===== src/rtl/slc3_pkg.sv =====
// Shared SLC-3 definitions for the branch resolution path: FSM states,
// condition-code bit positions and the BR offset width.
package slc3_pkg;

  typedef enum logic [1:0] {
    IDLE   = 2'd0,
    EVAL   = 2'd1,
    TARGET = 2'd2,
    DONE   = 2'd3
  } br_state_t;

  localparam int CC_N   = 2;
  localparam int CC_Z   = 1;
  localparam int CC_P   = 0;
  localparam int OFF9_W = 9;

endpackage


===== src/rtl/cc_reg.sv =====
// Condition-code register: load-enabled {N,Z,P} holder, resets to Z.
module cc_reg (
  input  logic       clk_i,
  input  logic       srst_i,
  input  logic       ld_i,
  input  logic [2:0] d_i,
  output logic [2:0] q_o
);

  logic [2:0] cc_q;

  always_ff @(posedge clk_i) begin
    if (srst_i) begin
      cc_q <= 3'b010;
    end else if (ld_i) begin
      cc_q <= d_i;
    end
  end

  assign q_o = cc_q;

endmodule


===== src/rtl/branch_unit.sv =====
// Branch resolution stage: captures the condition codes, evaluates a BR
// instruction on request and produces the taken target with a PC-load pulse.
module branch_unit
  import slc3_pkg::*;
(
  input  logic        Clk,
  input  logic        Reset,
  input  logic        LD_CC,
  input  logic [2:0]  nzp_in,
  input  logic [15:0] IR,
  input  logic [15:0] PC,
  input  logic        start,
  output logic [2:0]  nzp_q,
  output logic        BEN,
  output logic        busy,
  output logic        done,
  output logic        LD_PC,
  output logic [15:0] PC_target
);

  br_state_t          state_q, state_d;
  logic [2:0]         ir_cond_q;
  logic [OFF9_W-1:0]  off9_q;
  logic [15:0]        pc_lat_q;
  logic               ben_q;
  logic [15:0]        target_q;
  logic               cond_hit;
  logic [15:0]        off_sext;
  logic               ir_unused;

  // The opcode nibble is decoded by the ISDU, not here.
  assign ir_unused = ^IR[15:12];

  cc_reg u_cc_reg (
    .clk_i  (Clk),
    .srst_i (Reset),
    .ld_i   (LD_CC),
    .d_i    (nzp_in),
    .q_o    (nzp_q)
  );

  assign cond_hit = (ir_cond_q[CC_N] & nzp_q[CC_N]) |
                    (ir_cond_q[CC_Z] & nzp_q[CC_Z]) |
                    (ir_cond_q[CC_P] & nzp_q[CC_P]);

  assign off_sext = {{(16 - OFF9_W){off9_q[OFF9_W-1]}}, off9_q};

  always_comb begin
    state_d = state_q;
    case (state_q)
      IDLE:    if (start) state_d = EVAL;
      EVAL:    state_d = cond_hit ? TARGET : DONE;
      TARGET:  state_d = DONE;
      DONE:    state_d = IDLE;
      default: state_d = IDLE;
    endcase
  end

  always_ff @(posedge Clk) begin
    if (Reset) begin
      state_q   <= IDLE;
      ir_cond_q <= 3'b000;
      off9_q    <= '0;
      pc_lat_q  <= 16'h0000;
      ben_q     <= 1'b0;
      target_q  <= 16'h0000;
    end else begin
      state_q <= state_d;
      if (state_q == IDLE && start) begin
        ir_cond_q <= IR[11:9];
        off9_q    <= IR[OFF9_W-1:0];
        pc_lat_q  <= PC;
      end
      if (state_q == EVAL) begin
        ben_q <= cond_hit;
      end
      // Modulo-2^16 add: a carry out of bit 15 is simply discarded.
      if (state_q == TARGET) begin
        target_q <= pc_lat_q + off_sext;
      end
    end
  end

  assign busy      = (state_q != IDLE);
  assign done      = (state_q == DONE);
  assign LD_PC     = (state_q == DONE) & ben_q;
  assign BEN       = ben_q;
  assign PC_target = target_q;

endmodule


===== config.mk =====
export PLATFORM = sky130hd
export DESIGN_NAME = branch_unit
export DESIGN_NICKNAME = d
export VERILOG_FILES = /design/src/rtl/slc3_pkg.sv /design/src/rtl/cc_reg.sv /design/src/rtl/branch_unit.sv
export SDC_FILE = /design/constraint.sdc
export NUM_CORES = 1
export LEC_CHECK = 0
export CAP_MARGIN = 10
export CORE_MARGIN = 3
export CORE_UTILIZATION = 49
export DETAILED_ROUTE_END_ITERATION = 7
export PLACE_DENSITY = 0.81
export SETUP_SLACK_MARGIN = 0.3
export SLEW_MARGIN = 40
export SYNTH_ARGS = -nofsm -noshare
export SYNTH_HDL_FRONTEND = slang
export SYNTH_SLANG_ARGS = --single-unit

===== constraint.sdc =====
create_clock -name Clk -period 2.5 [get_ports Clk]
set_input_delay 0.25 -clock Clk [delete_from_list [all_inputs] [get_ports Clk]]
set_output_delay 0.25 -clock Clk [all_outputs]
set_load 0.02 [all_outputs]

# After elaboration in Yosys (flattened, before gate mapping)
# Index checks and enable logic that the tools add are counted.
[classes]
shift = 0
magnitude_cmp = 0
bitwise_logic = 6
reduce_logical = 3
muxes = 3
add_sub_neg = 1
n_div = 0
n_eq_ne = 4
mul = 0
[ops]
columns = ["cell", "count"]
rows = [
  ["$add A16 B16 Y16", 1],
  ["$pmux W2 S4", 1],
  ["$and A1 B1 Y1", 4],
  ["$eq A2 B2 Y1 const B", 2],
  ["$eq A2 B1 Y1 const B", 1],
  ["$logic_not A2 Y1", 1],
  ["$mux W2", 1],
  ["$ne A2 B2 Y1 const B", 1],
  ["$or A1 B1 Y1", 2],
  ["$reduce_bool A2 Y1", 1],
  ["$logic_and A1 B1 Y1", 1],
  ["$mux W1", 1],
]
[word_totals]
ram_bits = 0
mem_count = 0
reg_bits = 50
rom_bits = 0
output_inout_bits = 23
latchBits = 0
inputBits = 39
wordCells = 24

# Logic depth before layout (Yosys ltp)
[depth]
ltp_word = 5
mapped_depth = 8
mapped_depth_nobuf = 8

# Modules after synthesis
# From an unflattened synthesis, not the netlist that was laid out.
[unflattened]
hier_cells = 308
area_unflattened_um2 = 2544.9
[by_module_without_submodules]
columns = ["module", "cells_per_inst", "n_inst", "seq_area_each_um2", "area_per_inst_um2"]
rows = [
  ["branch_unit", 299, 1, 940.9, 2442.3],
  ["cc_reg", 9, 1, 60.1, 102.6],
]

# Least setup slack after synthesis
# Ideal clock, no wire load.
[synth_path]
path_kind = "reg2reg"
startpoint = "register off9_q[0]"
endpoint = "register target_q[10] (netlist: PC_target[10])"
setup_ns = 0.124
t_required_ns = 2.376
period_less_slack_ns = 1.953
arrival_ns = 1.829
setup_slack_ns = 0.547
path_buffers = 0
path_stages_with_launch = 9
path_cell_list = "dfxtp_1 ha_1 fa_1 a21oi_1 o211ai_1 a21boi_0 a21oi_1 xnor2_1 o21ai_0"
[synth_via]
elab_chain_len = 1
[synth_rtl]
columns = ["element", "line", "text"]
rows = [
  ["from (decl)", "branch_unit.sv:23", "logic [OFF9_W-1:0] off9_q;"],
  ["from (signal assigned)", "branch_unit.sv:71", "off9_q <= IR[OFF9_W-1:0];"],
  ["$add A16 B16 Y16", "branch_unit.sv:79", "target_q <= pc_lat_q + off_sext;"],
  ["to (signal assigned)", "branch_unit.sv:79", ""],
  ["to (decl)", "branch_unit.sv:26", "logic [15:0] target_q;"],
]
# Every way passes these cells.
# A chain may end at the register's enable or synchronous reset.

# Worst setup path after layout
[layout_path]
startpoint = "register off9_q[2]"
endpoint = "register target_q[15] (netlist: PC_target[15])"
# Same word-level chain as after synthesis.

==> results.md <==
- CTS max path bufs: 2
- Arrival time at the worst endpoint: approximately 2300 ps
- Ratio of cells with drive above 1 in the final layout: 0.06540
- First-pass GRT wire length: 9466 microns
- Number of instances in the synthesized netlist: a little over 300
- R2R cell count: 8
- Count of state elements after synthesis: 50
- Result of the run: completed
- Master of the slowest instance on the critical path: sky130_fd_sc_hd__o41ai_4
- Number of CTS-inserted buffers: 5
- ANT cells: 0
- Growth of design area from synthesis to finish: 29.81%
- Post-synth top area cell: sky130_fd_sc_hd__dfxtp_1
- Total Wirelength: ~5500 microns
- Post-layout net count: approximately 430
- Count of fill cells added during filler insertion: 441
- Number of nets with antenna violations after routing: 0
- Area after DPL: 3183 sq um
- Boundary Pins: 62
- Total power of the final layout: 0.002663 W
- Post-Place Setup Slack: between 200 and 250 ps
- FFs w/ async S/R, synth: 0
- Insertion delay to the later sink of the worst-skew pair: 300 ps
- Yosys cell types: between 40 and 50
- Count of routing violations after the opening detailed-route iteration: between 100 and 150
- Leading register cell type out of synthesis: sky130_fd_sc_hd__dfxtp_1
- Most frequent cell after synthesis: sky130_fd_sc_hd__nand2_1
- Initial antenna violation count: 0
- Final weighted congestion of routability-driven global placement: between 0.8 and 0.9
- Critical path startpoint: off9_q[2]$_SDFFE_PP0P_
- Number of placed instances with taps included: roughly 420
- Die outline height: 78.05 microns
- Initial Util: 0.5213
- Congestion Overflow GR: 0
- Area used by multi-input combinational logic: ~1500 sq um
- Std-Cell Core Area: slightly below 5000 sq um
- Sequential cell area fraction in the yosys report: 0.3935
- Via-per-instance ratio: between 5 and 6
- Crit-path cells: ha_1, a21oi_2, a21oi_2, o41ai_4, buf_4, o41ai_2, xnor2_1, a211oi_1
- RSZ-0062 raised after global routing: no
- Cell type with the highest occurrence count on the critical path: sky130_fd_sc_hd__a21oi_2
- Final non-filler cell total: between 400 and 500
- Vias in the first global route: ~2,200
- Placed wire-length estimate: 4054 microns
- Synth area leaders: sky130_fd_sc_hd__dfxtp_1, sky130_fd_sc_hd__nand2_1, sky130_fd_sc_hd__ha_1
- Clock H-tree levels: 2
- Number of standard-cell rows in the floorplan: 25
- Skew final: about 11 ps
- Post-route setup slack: 399.3 ps
- Category of the worst setup path capture point: register
- Area enclosed by the die boundary: 6092 sq um
- Hold-fix buffer count after cts: 0
- Startpoint type of the worst setup path: register
- Final-report max-slew violation count: 0
- Clock Sink Count: 50
- Crit share post-route: 0.8403
- Hold path startpoint: PC_target[9]$_SDFFE_PP0N_
- Peak fanout along the critical path: 4
- Pre-Repair DR Iteration Count: 4
- Largest net degree at the start of global routing: 47
- FF-to-FF End: PC_target[15]$_SDFFE_PP0N_
- Routed via count: 2,310
- Die width: 78.05 microns
- Actual slew at the worst max-slew pin: about 480 ps
- Highest clock frequency the design can meet: between 400 and 500 MHz
- Hold Crit Class: register to register
- Net count after synthesis: 368
- Setup TNS: 0 ps
- Total stage count of the critical path: 8
- Required time worst endpoint: ~2700 ps
- Worst setup path endpoint: PC_target[15]$_SDFFE_PP0N_
- IR Drop Worst-Case VDD: 0.4739 mV
- Number of flops mapped to enable cells by yosys: 0
- Hold violation total from the final report: 0
- Synth Warn #: 0
- Global-route usage over all layers: 0.1904
- Slew HR: 0.6822
- Minimum clock period: ~2100 ps
- Sequential cell area in the final layout: ~1000 sq um
- CTS tree: yes
- Cell at the root of the clock tree: sky130_fd_sc_hd__clkbuf_8
- Number of buffer cells added on primary ports: 57
- LEAKAGE: ~1.3 nW
- Average routed wire per standard cell: between 10 and 15 microns
- Setup slack of the most critical reg-to-reg path: roughly 400 ps
- Number of setup violations in the final report: 0
- Avg Inst Size Synth: a little over 8 sq um
- Critical R2R Launch: off9_q[2]$_SDFFE_PP0P_
- Share of the synthesized area in the top cell type: 0.3935
- DRC Markers: 0
- Critical path class: register to register
- Number of maximum-capacitance constraint violations: 0
- Category of cells accounting for the largest share of critical-path delay: compound AO/OA/AOI/OAI gates
- Top cell types by occurrence after synthesis: sky130_fd_sc_hd__nand2_1, sky130_fd_sc_hd__dfxtp_1, sky130_fd_sc_hd__a21oi_1, sky130_fd_sc_hd__ha_1, sky130_fd_sc_hd__nor2_1
- Post-synth design cell area: 2544 sq um
- Clock slew at the register clock pins of the worst setup and hold paths: approximately 90 ps
- Cell Pwr Density: roughly 810 nW/um^2
- Worst path max stage delay: ~390 ps
- Final cell area excluding filler cells: around 3300 sq um
- Crit path buffers/inverters: 1
-- repair_timing --
item | in CTS | in global routing
pin swaps | 0 | 1
setup endpoints to repair | 3 | 5
gates resized for setup | 1 | 3
setup buffers | 0 | 2
-- through the flow --
stage	hold slack [ps]	utilization
floorplan	378.4	-
global placement	437.1	0.6523
detailed placement	443.6	0.6523
CTS	463.0	0.6718
global route	476.4	0.6767
finish	456.2	0.6767
-- tightest hold or removal path, delay by kind of cell (launching register included) --
kind / cells / cell delay [ps]
AOI/OAI and AO/OA: 1 / 50
DFF: 1 / 330
and+or+nand+nor: 1 / 40
-- cell type report --
class,count,share of cell area
clock buffer,6,0.02501
tap,67,0.02539
timing repair buffer,63,0.1864
clock inverter,2,0.003789
sequential,50,0.3035
inverter,10,0.01137
multi-input combinational,236,0.4445
-- registers in the layout, summed over array words and instances (netlist names) --
name	count
u_cc_reg.q_o	3
BEN	1
pc_lat_q	16
state_q	2
PC_target	16
off9_q	9
ir_cond_q	3
-- power by group --
part,internal (W),leakage [nW],switching (W)
Combinational,0.000491,0.838,0.000636
Sequential,0.000947,0.409,0.000103
Clock,0.000223,0.0472,0.000263
-- worst min path at each step --
stage | end | slack (ps) | cells past startpoint
2_1_floorplan | u_cc_reg.q_o[1]$_SDFFE_PP1P_ | 380 | 2
3_3_place_gp | PC_target[9]$_SDFFE_PP0N_ | 440 | 2
3_5_place_dp | PC_target[9]$_SDFFE_PP0N_ | 440 | 2
4_1_cts | ir_cond_q[1]$_SDFFE_PP0P_ | 460 | 2
5_1_grt | pc_lat_q[1]$_SDFFE_PP0P_ | 480 | 3
6_report | PC_target[9]$_SDFFE_PP0N_ | 460 | 2
-- logic make-up after synthesis --
| logic type | share of synthesized area |
|---|---|
| simple gates | 0.1894 |
| compound gates | 0.1977 |
| flops | 0.3935 |
| buf+inv | 0.03246 |
| fa+ha+maj | 0.1062 |
| xor+xnor | 0.04132 |
| mux | 0.03935 |
-- per-layer routing --
| layer | vias up | part of all wire | GRT usage | routed length [microns] |
|---|---|---|---|---|
| li1 | 1172 | - | - | - |
| met2 | 55 | 0.47 | 0.3236 | 2628 |
| met3 | 4 | 0.049 | 0.05275 | 274 |
| met4 | 0 | 0.0079 | 0.05594 | 44 |
| met5 | - | 0 | 0 | 0 |
| met1 | 1079 | 0.47 | 0.2351 | 2597 |
-- placed cells by master, fill, tap and decap left out, drive strengths merged, types with 2 or more instances in the layout --
cell type and count:
a31oi 2, o21a 3, o41ai 2, a211oi 2, a21oi 44, o211ai 2, xor2 4, inv 10
nand3 4, dfxtp 50, nand2 73, clkdlybuf4s50 57, o31ai 2, nand3b 2, and2 2, o22ai 2
nor2 18, buf 6, xnor2 8, mux2i 10, clkbuf 6, ha 20, o21ai 14, o311ai 2
nand2b 7
Note: power is estimated with default switching activity, not from simulation.
